`config.mk`:
```
export PLATFORM = sky130hd
export DESIGN_NAME = dmem_arbiter_flat
export DESIGN_NICKNAME = d
export VERILOG_FILES = /design/src/rtl/dmem_arbiter_if.sv /design/src/rtl/dmem_arbiter.sv /design/src/flat_wrapper.sv
export SDC_FILE = /design/constraint.sdc
export NUM_CORES = 1
export LEC_CHECK = 0
export BUFFER_PORTS_ARGS = -buffer_cell sky130_fd_sc_hd__buf_2
export CORE_MARGIN = 1
export CORE_UTILIZATION = 44
export CTS_CLUSTER_DIAMETER = 50
export DETAILED_ROUTE_END_ITERATION = 6
export PLACE_DENSITY = 0.83
export SLEW_MARGIN = 20
export SYNTH_ARGS = -nofsm -noshare
export SYNTH_HDL_FRONTEND = slang
export SYNTH_SLANG_ARGS = --single-unit
```
`constraint.sdc`:
```
create_clock -name clk -period 4.9 [get_ports clk]
set_input_delay 0.245 -clock clk [delete_from_list [all_inputs] [get_ports clk]]
set_output_delay 0.245 -clock clk [all_outputs]
set_load 0.01 [all_outputs]
```
`src/rtl/dmem_arbiter_if.sv`:
```
// Requester-side port bundle (CPU or debug/loader) and the single-port data-memory bundle.
// Requesters hold req/we/addr/wdata until gnt; reads answer through rvalid/rdata one cycle later.
interface dmem_arbiter_if #(
    parameter int AW = 6,
    parameter int DW = 32
);
    logic          req;
    logic          we;
    logic [AW-1:0] addr;
    logic [DW-1:0] wdata;
    logic          gnt;
    logic          rvalid;
    logic [DW-1:0] rdata;

    modport master (output req, we, addr, wdata, input  gnt, rvalid, rdata);
    modport slave  (input  req, we, addr, wdata, output gnt, rvalid, rdata);
endinterface

interface dmem_mem_if #(
    parameter int AW = 6,
    parameter int DW = 32
);
    logic          read;
    logic          write;
    logic [AW-1:0] addr;
    logic [DW-1:0] wdata;
    logic [DW-1:0] rdata;

    modport master (output read, write, addr, wdata, input  rdata);
    modport slave  (input  read, write, addr, wdata, output rdata);
endinterface

```
`src/rtl/dmem_arbiter.sv`:
```
// Two-port arbiter onto one single-port data memory: combinational grant, 1-cycle read latency.
// Losing port stalls by holding its request; round-robin or fixed priority with x starvation guard.
module dmem_arbiter #(
    parameter int AW           = 6,
    parameter int DW           = 32,
    parameter int RR           = 1,
    parameter int STARVE_LIMIT = 4
) (
    input  logic            clk,
    input  logic            rst,
    dmem_arbiter_if.slave   d,
    dmem_arbiter_if.slave   x,
    dmem_mem_if.master      mem
);
    localparam logic [3:0] LP_LIMIT = 4'(STARVE_LIMIT);

    logic          r_last_x;
    logic [3:0]    r_starve;
    logic          r_d_rvalid;
    logic          r_x_rvalid;
    logic [DW-1:0] r_d_rdata;
    logic [DW-1:0] r_x_rdata;

    logic          w_x_prio;
    logic          w_d_gnt;
    logic          w_x_gnt;

    // x takes a tie when d won last (round-robin) or when x has starved long enough (fixed).
    always_comb begin
        w_x_prio = 1'b0;
        if (RR != 0) begin
            w_x_prio = ~r_last_x;
        end else begin
            w_x_prio = (r_starve == LP_LIMIT);
        end
        w_d_gnt = rst & d.req & ~(x.req & w_x_prio);
        w_x_gnt = rst & x.req & ~w_d_gnt;
    end

    always_comb begin
        mem.read  = 1'b0;
        mem.write = 1'b0;
        mem.addr  = '0;
        mem.wdata = '0;
        if (w_d_gnt) begin
            mem.read  = ~d.we;
            mem.write = d.we;
            mem.addr  = d.addr;
            mem.wdata = d.wdata;
        end else if (w_x_gnt) begin
            mem.read  = ~x.we;
            mem.write = x.we;
            mem.addr  = x.addr;
            mem.wdata = x.wdata;
        end
    end

    // Reset also drops any read response still in flight.
    always_ff @(posedge clk or negedge rst) begin
        if (!rst) begin
            r_last_x   <= 1'b1;
            r_starve   <= '0;
            r_d_rvalid <= 1'b0;
            r_x_rvalid <= 1'b0;
            r_d_rdata  <= '0;
            r_x_rdata  <= '0;
        end else begin
            if (w_d_gnt) begin
                r_last_x <= 1'b0;
            end else if (w_x_gnt) begin
                r_last_x <= 1'b1;
            end

            if (w_x_gnt) begin
                r_starve <= '0;
            end else if (x.req && (r_starve != LP_LIMIT)) begin
                r_starve <= r_starve + 4'd1;
            end

            r_d_rvalid <= w_d_gnt & ~d.we;
            r_x_rvalid <= w_x_gnt & ~x.we;
            if (w_d_gnt && !d.we) begin
                r_d_rdata <= mem.rdata;
            end
            if (w_x_gnt && !x.we) begin
                r_x_rdata <= mem.rdata;
            end
        end
    end

    assign d.gnt    = w_d_gnt;
    assign x.gnt    = w_x_gnt;
    assign d.rvalid = r_d_rvalid;
    assign x.rvalid = r_x_rvalid;
    assign d.rdata  = r_d_rdata;
    assign x.rdata  = r_x_rdata;
endmodule

```
`src/flat_wrapper.sv`:
```
// flat-port wrapper written by rule: the top's interface ports become plain ports
module dmem_arbiter_flat 
#(
    parameter int AW           = 6,
    parameter int DW           = 32,
    parameter int RR           = 1,
    parameter int STARVE_LIMIT = 4
)
  (clk, rst, d_req, d_we, d_addr, d_wdata, d_gnt, d_rvalid, d_rdata, x_req, x_we, x_addr, x_wdata, x_gnt, x_rvalid, x_rdata, mem_read, mem_write, mem_addr, mem_wdata, mem_rdata);
  dmem_arbiter_if #(.AW(AW), .DW(DW)) d_i ();
  dmem_arbiter_if #(.AW(AW), .DW(DW)) x_i ();
  dmem_mem_if #(.AW(AW), .DW(DW)) mem_i ();
  input  logic clk;
  input  logic rst;
  input wire logic [$bits(d_i.req)-1:0] d_req;
  input wire logic [$bits(d_i.we)-1:0] d_we;
  input wire logic [$bits(d_i.addr)-1:0] d_addr;
  input wire logic [$bits(d_i.wdata)-1:0] d_wdata;
  output wire logic [$bits(d_i.gnt)-1:0] d_gnt;
  output wire logic [$bits(d_i.rvalid)-1:0] d_rvalid;
  output wire logic [$bits(d_i.rdata)-1:0] d_rdata;
  input wire logic [$bits(x_i.req)-1:0] x_req;
  input wire logic [$bits(x_i.we)-1:0] x_we;
  input wire logic [$bits(x_i.addr)-1:0] x_addr;
  input wire logic [$bits(x_i.wdata)-1:0] x_wdata;
  output wire logic [$bits(x_i.gnt)-1:0] x_gnt;
  output wire logic [$bits(x_i.rvalid)-1:0] x_rvalid;
  output wire logic [$bits(x_i.rdata)-1:0] x_rdata;
  output wire logic [$bits(mem_i.read)-1:0] mem_read;
  output wire logic [$bits(mem_i.write)-1:0] mem_write;
  output wire logic [$bits(mem_i.addr)-1:0] mem_addr;
  output wire logic [$bits(mem_i.wdata)-1:0] mem_wdata;
  input wire logic [$bits(mem_i.rdata)-1:0] mem_rdata;
  assign d_i.req = d_req;
  assign d_i.we = d_we;
  assign d_i.addr = d_addr;
  assign d_i.wdata = d_wdata;
  assign d_gnt = d_i.gnt;
  assign d_rvalid = d_i.rvalid;
  assign d_rdata = d_i.rdata;
  assign x_i.req = x_req;
  assign x_i.we = x_we;
  assign x_i.addr = x_addr;
  assign x_i.wdata = x_wdata;
  assign x_gnt = x_i.gnt;
  assign x_rvalid = x_i.rvalid;
  assign x_rdata = x_i.rdata;
  assign mem_read = mem_i.read;
  assign mem_write = mem_i.write;
  assign mem_addr = mem_i.addr;
  assign mem_wdata = mem_i.wdata;
  assign mem_i.rdata = mem_rdata;
  dmem_arbiter #(.AW(AW), .DW(DW), .RR(RR), .STARVE_LIMIT(STARVE_LIMIT)) u_core (.clk(clk), .rst(rst), .d(d_i), .x(x_i), .mem(mem_i));
endmodule
```
# After elaboration in Yosys (flattened, before gate mapping)
# Cells that the tools add are included.
# word_totals
reg_bits,67
input_bits,114
wordCells,32
# op_classes
mux,10
bitwise,12
reduce_logical,5
# op_table
op,n
32-bit 2-to-1 mux,2
6-bit 2-to-1 mux,2
1-bit bitwise AND,7
1-bit 2-to-1 mux,6
1-bit NOT,5
1-bit logical AND,2
1-bit logical NOT,2
2-bit nonzero test,1

# Depth between registers and ports, before layout
# Gate-level depths: netlist of the first run.
# depth
ltp_word,8
mapped_depth,6

# Worst setup path after synthesis of the first run
# Ideal clock, no wire load.
# synth_timing
path_kind,register to register
startpoint,reg u_core.r_last_x
endpoint,"reg u_core.r_d_rdata[10], in the netlist u_core.d.rdata[10]"
setup_ns,0.125
arrival_time_ns,1.411
required_time_ns,4.775
slack_ns,3.363
stages_incl_launch_ff,6
path_buffers,2
path_cell_list,dfstp_2 -> inv_1 -> a211o_1 -> buf_6 -> buf_12 -> mux2_4
# synth_via
elab_chain_len,5
# synth_lines
item,line_no,rtl
start: declaration,dmem_arbiter.sv:17,logic r_last_x;
start signal: assignment,dmem_arbiter.sv:61,r_last_x <= 1'b1;
start signal: assignment,dmem_arbiter.sv:69,r_last_x <= 1'b0;
start signal: assignment,dmem_arbiter.sv:71,r_last_x <= 1'b1;
1-bit NOT,dmem_arbiter.sv:32,w_x_prio = ~r_last_x;
1-bit bitwise AND,dmem_arbiter.sv:36,w_d_gnt = rst & d.req & ~(x.req & w_x_prio);
1-bit NOT,dmem_arbiter.sv:36,
1-bit bitwise AND,dmem_arbiter.sv:36,
1-bit logical AND,dmem_arbiter.sv:82,if (w_d_gnt && !d.we) begin
end signal: assignment,dmem_arbiter.sv:83,r_d_rdata <= mem.rdata;
end: declaration,dmem_arbiter.sv:21,logic [DW-1:0] r_d_rdata;
# No other way between the ends.
# A chain may end at the register's enable or synchronous reset.

# Final worst setup path of the first run
# layout_timing
startpoint,in rst
endpoint,"reg u_core.r_x_rdata[15], in the netlist u_core.x.rdata[15]"
# layout_via
elab_chain_len,5
# layout_lines
item,line_no,rtl
start: declaration,flat_wrapper.sv:14,input logic rst;
1-bit bitwise AND (2 in series),dmem_arbiter.sv:36,
1-bit NOT,dmem_arbiter.sv:37,w_x_gnt = rst & x.req & ~w_d_gnt;
1-bit bitwise AND *,dmem_arbiter.sv:37,
1-bit logical AND *,dmem_arbiter.sv:85,if (w_x_gnt && !x.we) begin
end signal: assignment,dmem_arbiter.sv:86,r_x_rdata <= mem.rdata;
end: declaration,dmem_arbiter.sv:22,logic [DW-1:0] r_x_rdata;
# Every way passes the cells marked *; elsewhere a longest branch is shown, timed or not.

==> results of run 1 <==
-- final cells by class --
class	count	area, um2
flip-flops and latches	67	1680
fillers	499	2120
clock inverters	5	108
clock buffers	11	151
inverters	3	11.3
repair buffers	224	1130
well taps	77	96.3
multi-input cells	113	1240
-- state kept, by name, summed over array words and instances (netlist names) --
name,cells
u_core.d.rvalid,1
u_core.x.rvalid,1
u_core.x.rdata,32
u_core.r_last_x,1
u_core.d.rdata,32
-- what timing repair did --
item | in CTS | in global routing
hold buffers | 1 | 0
hold endpoints to repair | 3 | 0
setup buffers | 0 | 0
-- routing by layer --
metal  routed length [um]  track usage [%]
met1                 3170             25.1
met2                 4410             41.0
met3                  689             7.20
met4                  198             9.55
met5                    0                0
-- cell families (layout without fill, tap and decap cells) --
logic type,after synthesis,after routing,share of synthesized area (%)
AOI/OAI and AO/OA,43,43,11.9
buffers and inverters,18,243,4.87
DFF,67,67,54.9
muxes,64,64,26.9
and+or+nand+nor,6,6,1.35
-- metrics by stage --
step | hold slack [ns] | utilization (%) | total power, mW | cell area (um2) | instances
global route | 0.136 | 67.6 | 1.98 | 4420 | 500
floorplan | -0.0506 | - | 1.06 | 3050 | 198
detailed placement | 0.0645 | 63.5 | 1.32 | 4150 | 483
global placement | 0.0581 | 63.5 | 1.30 | 4150 | 483
finish | 0.157 | 67.6 | 1.89 | 4420 | 500
CTS | 0.142 | 67.6 | 1.91 | 4420 | 500
-- Yosys cell counts --
| library cell | number |
|---|---|
| dfstp_2 | 1 |
| mux2_4 | 27 |
| nand2_1 | 3 |
| inv_1 | 3 |
| clkbuf_1 | 2 |
| and3_1 | 1 |
| a211o_1 | 1 |
| buf_12 | 2 |
| buf_6 | 4 |
| mux2_2 | 37 |
| a21oi_1 | 1 |
| o21ai_0 | 2 |
| a22o_1 | 38 |
| buf_2 | 6 |
| buf_8 | 1 |
| dfrtp_1 | 66 |
| nor3b_4 | 1 |
| o21a_1 | 1 |
| nand3_1 | 1 |
-- critical path: stages --
cell and delay (ns):
dlygate4sd3_1 0.55, buf_2 0.18, buf_4 0.65, nand2_1 0.20, nor3b_4 0.37, buf_4 0.40, mux2_2 0.39
-- final timing paths --
path | startpoint | to | cells past startpoint
max | rst | u_core.x.rdata[15] | 7
min reg2reg | u_core.x.rdata[7] | u_core.x.rdata[7] | 1
max reg2reg | u_core.r_last_x | u_core.d.rdata[7] | 3
min in group asynchronous | rst | u_core.d.rdata[30] | 2
min | mem_rdata[6] | u_core.d.rdata[6] | 2
max in group asynchronous | rst | u_core.x.rdata[15] | 3
-- where the power goes --
part	internal (mW)	total, mW	switching (mW)
clock	0.369	0.581	0.212
sequential	0.691	0.763	0.0721
combinational	0.299	0.550	0.251
==> out/summary.txt, run 1 <==
Peak supply drop: 176 uV
Top post-synthesis cells by area: dfrtp_1 (54%), mux2_2 (14%), mux2_4 (13%)
# rows: 29
Post-DP HPWL: 6270 um
Layout area overhead: 44.6%
Core area: 0.00653 mm2
Final hold violation count: 0
Clock sinks: 67
Critical Path AT: 3.02 ns
CTS resizes: 0
Pwr/cell area: 429 mW/mm2
Detail Route Antenna Nets: 0
Failing checks: DRC
Clock Path Buffers: 2
Drt initial violations: 77
Gr ovfl total: 0
Die width: 85.3 um
Final #Nets: 532
Skew final: 0.00875 ns
Htree depth: 3
Syn_area_per_cell: 15.4 um2
Clock transition at path regs: 0.08 ns
Most common cell after layout, fill and taps aside: buf_2
CTS Buf Count: 9
First-pass GRT wire length: 12,800 um
Vias/cell: 5.19
Post-Syn Instances: 198
Synth Warn #: 0
Diodes inserted: 0
Most area-hungry cell type in the Yosys netlist: dfrtp_1
Status: complete, but fails checks
CTS tree: done
Crit share post-route: 57.4%
Final worst slack: 2.09 ns
Leakage: 2.45 nW
Tmin final: 2.81 ns
CP startpoint kind: primary input
Most frequent cells in the layout: buf_2 (221), dfrtp_1 (66), a22o_1 (38)
Clk_lat worst skew: 0.33 ns
Setup WS pre-CTS: 2.25 ns
IO buf count: 221
Seq cells post-synth: 67
Pin count of the biggest net entering global routing: 67
Required time worst endpoint: 5.11 ns
Number of setup violations in the final report: 0
Clock root buffer: clkbuf_8
Distinct cells, synth: 19
Drt pass-1 iters: 6
Setup TNS Final: 0 ns
FMAX: 0.356 GHz
Sequential area share after synthesis: 54.9%
Vias: 2,593
HP Class: primary input to register
CP Max Fanout: 66
Initial antenna violation count: 0
RSZ-0062 raised after global routing: no
Post-Syn Nets: 312
Die Area: 0.00728 mm2
# DRC: 1
Max Transition Viols Final: 0
IO Count: 222
Slew of the pin with the lowest slew margin: 1.04 ns
R2r setup slk: 2.98 ns
Placer Congestion: 0.830
Vias in the first global route: 2,645
Layout cells sized above 1: 72.6%
Crit. End Element: register
Tot GR Track Use: 22.9%
Die Span Y: 85.3 um
Initial Util: 46.8%
Slew HR: 30.7%
Share of the synthesized area in the top cell type: 54.1%
Crit Path Category: primary input to register
Max-Cap Viols: 0
WL/cell: 16.9 um
Drt total wl: 8470 um
Synthesized area: 0.00305 mm2
Note: power is estimated with default switching activity, not from simulation.
==> inputs of run 2 (changes only) <==
--- a/config.mk
+++ b/config.mk
@@ -5,12 +5,13 @@
 export SDC_FILE = /design/constraint.sdc
 export NUM_CORES = 1
 export LEC_CHECK = 0
+export ABC_AREA = 1
 export BUFFER_PORTS_ARGS = -buffer_cell sky130_fd_sc_hd__buf_2
 export CORE_MARGIN = 1
-export CORE_UTILIZATION = 44
+export CORE_UTILIZATION = 41
 export CTS_CLUSTER_DIAMETER = 50
 export DETAILED_ROUTE_END_ITERATION = 6
-export PLACE_DENSITY = 0.83
+export PLACE_DENSITY = 0.77
 export SLEW_MARGIN = 20
 export SYNTH_ARGS = -nofsm -noshare
 export SYNTH_HDL_FRONTEND = slang
==> constraint.sdc (replaced) <==
create_clock -name clk -period 2.75 [get_ports clk]
set_input_delay 0.1375 -clock clk [delete_from_list [all_inputs] [get_ports clk]]
set_output_delay 0.1375 -clock clk [all_outputs]
set_load 0.01 [all_outputs]
==> run 2 against run 1 <==
  * The run now ends clean
  * Sequential share of layout area decreased by 0.90 points
  * Non-clock buffer count increased by 2
  * First-iteration DRC count increased by 110%
  * Critical path type is now primary input to primary output
  * Register-to-register slack got worse by 2.2 ns
  * Core utilization decreased by 6.2 points
==> out/summary.txt, run 2 <==
WL/cell: 13.7 um (-19%)
Pwr/cell area: 650 mW/mm2 (+52%)
# DRC: 0 (-1)
Post-DP HPWL: 7320 um (+17%)
Final worst slack: 0.251 ns (-1.84 ns)
CP startpoint kind: primary input
Post-Syn Nets: 534 (+71%)
HP Class: primary input to register
RSZ-0062 raised after global routing: no
Pin count of the biggest net entering global routing: 67 (unchanged)
Most frequent CP cell: nand2_1
Synth Area in Simple Gates: 40.9% (+40 points)
FMAX: 0.400 GHz
Top post-synthesis cells by area: dfrtp_1 (52%), nand2_1 (33%), nand4_1 (6.3%)
Multiplexer share of the synthesized area: 0% (-27 points)
Detail Route Antenna Nets: 0 (unchanged)
Initial Util: 42.9% (-3.9 points)
Slew of the pin with the lowest slew margin: 0.811 ns (-0.229 ns)
CTS Buf Count: 9 (unchanged)
Synth Flop Type: dfrtp_1
Most common cell after layout, fill and taps aside: nand2_1
Placer Congestion: 0.799 (-3.8%)
Die Span Y: 89.8 um (+5.3%)
Final #Nets: 745 (+40%)
Drt pass-1 iters: 4 (-2)
Crit share post-route: 90.9%
Peak supply drop: 400 uV (+130%)
First-pass GRT wire length: 16,300 um (+28%)
Skew final: 0.00554 ns (-0.00321 ns)
# rows: 31 (+6.9%)
Hold Slack: 0.0165 ns (-0.141 ns)
Leakage: 2.86 nW (+17%)
Core area: 0.00737 mm2 (+13%)
Vias: 3,560 (+37%)
Die width: 89.8 um (+5.3%)
Sequential area share after synthesis: 53.1% (-1.8 points)
Layout area overhead: 43.1%
IO buf count: 221 (unchanged)
Initial antenna violation count: 1 (+1)
Placed Area: 0.00427 mm2 (+2.9%)
Layout cells sized above 1: 39.5% (-33 points)
Setup WS pre-CTS: 0.641 ns (-1.61 ns)
Synthesized area: 0.00316 mm2 (+3.5%)
Setup TNS Final: 0 ns (unchanged)
Crit Path Category: primary input to primary output
CP max stage cell: dlygate4sd3_1
Required time worst endpoint: 2.61 ns (-2.50 ns)
Most area-hungry cell type in the Yosys netlist: dfrtp_1
Clock transition at path regs: 0.08 ns (about the same)
Distinct cells, synth: 17 (-2)
CP Max Fanout: 39 (-41%)
Seq cells post-synth: 67 (unchanged)
Tmin final: 2.50 ns
Final hold violation count: 0 (unchanged)
Synth top cells by count: nand2_1 (279), dfrtp_1 (66), nand4_1 (32), buf_2 (18), inv_2 (5)
Die Area: 0.00806 mm2 (+11%)
Number of setup violations in the final report: 0 (unchanged)
Status: complete, no violations
Gr ovfl total: 0 (unchanged)
Clock sinks: 67 (unchanged)
Most frequent cells in the layout: nand2_1 (279), buf_2 (221), dfrtp_1 (66)
Vias in the first global route: 3,411 (+29%)
Largest family of logic cells by synthesized area: simple AND/OR/NAND/NOR gates
Tot GR Track Use: 25.1% (+2.2 points)
IO Count: 222 (unchanged)
Max Transition Viols Final: 0 (unchanged)
Share of the synthesized area in the top cell type: 52.3% (-1.8 points)
Drt initial violations: 161 (+110%)
Slowest cell delay on critical path: 0.53 ns (-0.12 ns)
Max-Cap Viols: 0 (unchanged)
Drt total wl: 10,100 um (+19%)
Worst-path cell chain: dlygate4sd3_1 > buf_2 > nand2_1 > inv_2 > nand2_2 > inv_2 > nand2_1 > nand2_1 > buf_2
Slew HR: 46.0% (+15 points)
Most common cell in the synthesized netlist: nand2_1
Finished layout cell area: 0.00452 mm2 (+2.4%)
Synth Area in Compound Gates: 0.317% (-12 points)
Postcts setup bufs: 0 (unchanged)
Clock root buffer: clkbuf_8
Post-synth EDFFs: 0 (unchanged)
Syn_area_per_cell: 7.53 um2 (-51%)
Crit. End Element: primary output
Clk_lat worst skew: 0.34 ns (about the same)
Fillers: 703 (+41%)
Htree depth: 3 (unchanged)
Vias/cell: 4.84 (-6.7%)
Post-Syn Instances: 420 (+110%)
Critical Path AT: 2.36 ns (-0.66 ns)
Adder-cell share of the synthesized area: 0% (unchanged)
Clock Path Buffers: 2 (unchanged)
CTS tree: done
Fraction of registers with async set/reset: 100% (unchanged)
Synth Warn #: 0 (unchanged)
XOR/XNOR Fraction of Synth Area: 0% (unchanged)
==> run 2: cell count changes after synthesis, moves of 2 or more <==
cell     change
nand2_1    +276
a22o_1      -38
mux2_2      -37
nand4_1     +32
mux2_4      -27
buf_2       +12
inv_2        +5
buf_4        +3
buf_12       -2
buf_6        -2
nand2_2      +2
==> run 2: area by class of cell <==
cell class / instances / area, um2 / share of cell area [%]
tap: 99 / 124 / 2.74
multi-input combinational: 318 / 1310 / 29.0
inverter: 9 / 33.8 / 0.747
clock inverter: 5 / 75.1 / 1.66
antenna: 1 / 2.50 / 0.0553
clock buffer: 11 / 151 / 3.35
timing repair buffer: 226 / 1150 / 25.4
sequential: 67 / 1680 / 37.1
==> run 2: logic make-up after synthesis <==
family / count (synthesis)
buffers and inverters: 35
DFF: 67
and+or+nand+nor: 316
AOI/OAI and AO/OA: 2
==> run 2: stage by stage <==
| stage | util (%) | total power, mW | cells |
|---|---|---|---|
| 2_1_floorplan | - | 1.64 | 420 |
| 4_1_cts | 61.2 | 2.96 | 735 |
| 3_5_place_dp | 57.9 | 2.03 | 717 |
| 6_report | 61.4 | 2.94 | 736 |
| 5_1_grt | 61.4 | 3.10 | 736 |
| 3_3_place_gp | 57.9 | 2.01 | 717 |
==> run 2: final timing paths <==
kind | startpoint | end | slack, ns | cells past startpoint
setup / recovery | rst | mem_wdata[11] | 0.25 | 9
hold / removal | mem_rdata[3] | u_core.d.rdata[3] | 0.02 | 3
setup reg to reg | u_core.r_last_x | u_core.d.rdata[16] | 0.74 | 7
hold reg to reg | u_core.d.rdata[26] | u_core.d.rdata[26] | 0.47 | 2
max in group asynchronous | rst | u_core.x.rdata[4] | 1.63 | 3
min in group asynchronous | rst | u_core.r_last_x | 0.32 | 2
==> run 2: what timing repair did <==
item                       in CTS  in global routing
hold endpoints to repair        2                  0
hold buffers                    2                  0
gates resized for setup         0                  1
setup endpoints to repair       0                  1
==> run 2: worst max-delay path, delay by kind of cell <==
family	cells	cell delay, ns
and+or+nand+nor	4	0.45
buffers and inverters	5	1.74
==> run 2: report_power, final <==
part | internal, mW | switching, mW | total (mW)
clock network | 0.555 | 0.367 | 0.923
logic | 0.304 | 0.441 | 0.745
registers | 1.17 | 0.102 | 1.27
total | 2.03 | 0.910 | 2.94
==> run 2: per-layer routing <==
| layer | track usage, % | vias to the layer above | wire, um |
|---|---|---|---|
| met5 | 0 | - | 0 |
| met1 | 29.1 | 1641 | 3960 |
| met2 | 42.3 | 164 | 5020 |
| li1 | - | 1729 | - |
| met4 | 11.2 | 0 | 315 |
| met3 | 8.12 | 26 | 816 |
==> inputs of run 3 (changes only) <==
--- a/config.mk
+++ b/config.mk
@@ -8,10 +8,10 @@
 export ABC_AREA = 1
 export BUFFER_PORTS_ARGS = -buffer_cell sky130_fd_sc_hd__buf_2
 export CORE_MARGIN = 1
-export CORE_UTILIZATION = 41
+export CORE_UTILIZATION = 37
 export CTS_CLUSTER_DIAMETER = 50
 export DETAILED_ROUTE_END_ITERATION = 6
-export PLACE_DENSITY = 0.77
+export PLACE_DENSITY = 0.73
 export SLEW_MARGIN = 20
 export SYNTH_ARGS = -nofsm -noshare
 export SYNTH_HDL_FRONTEND = slang
==> constraint.sdc (replaced) <==
create_clock -name clk -period 2.1 [get_ports clk]
set_input_delay 0.105 -clock clk [delete_from_list [all_inputs] [get_ports clk]]
set_output_delay 0.105 -clock clk [all_outputs]
set_load 0.01 [all_outputs]
==> run 3 against run 2 <==
  * Clock skew grew 0.0029 ns
  * Die area rose by 11%
  * Combinational power is 40% higher
  * Core utilization shrank 2.7 points
==> out/summary.txt, run 3 (synthesized netlist as in run 2, its figures left out) <==
Die Span Y: 94.4 um (+5.1%)
HP Class: primary input to register
Worst path depth: 10 (+1)
Tot Pwr: 3.79 mW (+29%)
Most frequent cells in the layout: nand2_1 (279), buf_2 (221), dfrtp_1 (66)
Crit Path Category: primary input to primary output
Post-DP HPWL: 8220 um (+12%)
IO Count: 222 (unchanged)
Initial Util: 38.3% (-4.6 points)
Final #Nets: 778 (+4.4%)
Vias in the first global route: 3,297 (-3.3%)
Finished layout cell area: 0.00484 mm2 (+7.1%)
Layout cells sized above 1: 38.4% (-1.0 points)
Max Transition Viols Final: 0 (unchanged)
Sw power: 1.26 mW (+38%)
IO buf count: 221 (unchanged)
Peak supply drop: 380 uV (-5.1%)
CP max stage cell: dlygate4sd3_1
Drt initial violations: 138 (-14%)
RSZ-0062 raised after global routing: yes
Most common cell after layout, fill and taps aside: nand2_1
Clock power frac: 28.6% (-2.8 points)
Placer Congestion: 0.779 (-2.5%)
Required time worst endpoint: 2.00 ns (-0.61 ns)
Gr ovfl total: 0 (unchanged)
CTS tree: done
Critical path buffers and inverters: 6 (+1)
Logic gate share of total power: 27.5% (+2.2 points)
Critical Path AT: 1.89 ns (-0.47 ns)
Initial antenna violation count: 0 (-1)
Detail Route Antenna Nets: 0 (unchanged)
Cell Int Power: 2.53 mW (+25%)
Cells on Worst Hold Path: 3 (unchanged)
Seq pwr share: 43.9% (+0.6 points)
Tot GR Track Use: 24.4% (-0.67 points)
Die Area: 0.00892 mm2 (+11%)
Diodes inserted: 0 (-1)
Clk_lat worst skew: 0.34 ns (about the same)
# rows: 33 (+6.5%)
Vias: 3,719 (+4.5%)
Tmin final: 1.99 ns
Fin cells: 774 (+5.2%)
Slew of the pin with the lowest slew margin: 0.446 ns (-0.365 ns)
CP startpoint kind: primary input
Drt total wl: 11,300 um (+11%)
Final hold violation count: 0 (unchanged)
Worst-path cell chain: dlygate4sd3_1 > buf_2 > nand2_1 > inv_2 > nand2_4 > inv_2 > nand2_2 > nand2_1 > inv_1 > buf_2
Pwr/cell area: 782 mW/mm2 (+20%)
CTS Buf Count: 9 (unchanged)
Drt pass-1 iters: 4 (unchanged)
Vias/cell: 4.80 (-0.66%)
Placed Area: 0.00434 mm2 (+1.8%)
Die width: 94.4 um (+5.1%)
CP delay by family, top: buffers and inverters
Clock root buffer: clkbuf_8
Slew HR: 70.2% (+24 points)
Clock Path Buffers: 2 (unchanged)
Postcts setup bufs: 0 (unchanged)
Clock transition at path regs: 0.08 ns (about the same)
Pin count of the biggest net entering global routing: 41 (-39%)
FMAX: 0.501 GHz
Skew final: 0.00845 ns (+0.00291 ns)
Hold Slack: 0.0113 ns (-0.00520 ns)
WL/cell: 14.6 um (+5.9%)
Dpl cells: 729 (+1.7%)
Crit share post-route: 95.0%
Status: complete, no violations
Htree depth: 3 (unchanged)
First-pass GRT wire length: 16,300 um (+0.51%)
Slowest cell delay on critical path: 0.53 ns (about the same)
Leakage: 2.99 nW (+4.4%)
R2r worst-path depth: 8 (+1)
Core area: 0.00826 mm2 (+12%)
CP Max Fanout: 20 (-49%)
Layout area overhead: 53.2%
Clock sinks: 67 (unchanged)
Max-Cap Viols: 0 (unchanged)
Switching portion of total power: 33.2% (+2.2 points)
Crit. End Element: primary output
# DRC: 0 (unchanged)
Number of setup violations in the final report: 0 (unchanged)
run 3: metrics by stage:
step	setup TNS [ns]	util (%)	setup slack (ns)
after floorplan	0	-	0.807
after global placement	0	52.6	0.386
after detailed placement	0	52.6	0.356
after CTS	0	58.6	0.0457
after global routing	-0.0358	58.7	-0.0267
final	0	58.7	0.106
run 3: power by group through the flow:
stage	Sequential, mW	Clock (mW)	Combinational, mW
6_report	1.66	1.08	1.04
5_1_grt	1.69	1.16	1.15
4_1_cts	1.66	1.11	1.04
3_5_place_dp	1.68	0	1.00
3_3_place_gp	1.67	0	0.979
2_1_floorplan	1.79	0	0.351
run 3: layout make-up:
class | count | area [um2]
fillers | 744 | 3410
flip-flops and latches | 67 | 1680
repair buffers | 259 | 1490
multi-input cells | 318 | 1300
well taps | 105 | 131
clock buffers | 9 | 124
clock inverters | 7 | 76.3
inverters | 9 | 38.8
run 3: routing by layer:
metal | share of wire (%) | GRT usage (%) | wire length (um) | up-vias
met3 | 6.2 | 3.62 | 704 | 14
met4 | 1.1 | 8.08 | 119 | 0
met1 | 41 | 31.4 | 4650 | 1761
met5 | 0 | 0 | 0 | -
met2 | 51 | 42.0 | 5800 | 147
li1 | - | - | - | 1797
run 3: worst min-delay path, stage by stage:
cell,delay [ns]
buf_2,0.09
nand2_1,0.05
nand2_1,0.07
run 3: final timing paths:
kind | from | to | slack, ns
worst max-delay path | rst | mem_write | 0.11
min in group asynchronous | rst | u_core.x.rdata[3] | 0.10
max in group asynchronous | rst | u_core.r_last_x | 1.35
worst min-delay path | mem_rdata[8] | u_core.d.rdata[8] | 0.01
worst max register to register | u_core.r_last_x | u_core.d.rdata[10] | 0.36
worst min register to register | u_core.x.rdata[1] | u_core.x.rdata[1] | 0.47
run 3: repair_timing:
| action | in CTS | in global routing |
|---|---|---|
| hold endpoints to repair | 94 | 0 |
| endpoints found under the setup margin | 2 | 39 |
| hold buffers | 29 | 0 |
| cloned | 0 | 0 |
| gates resized for setup | 1 | 2 |
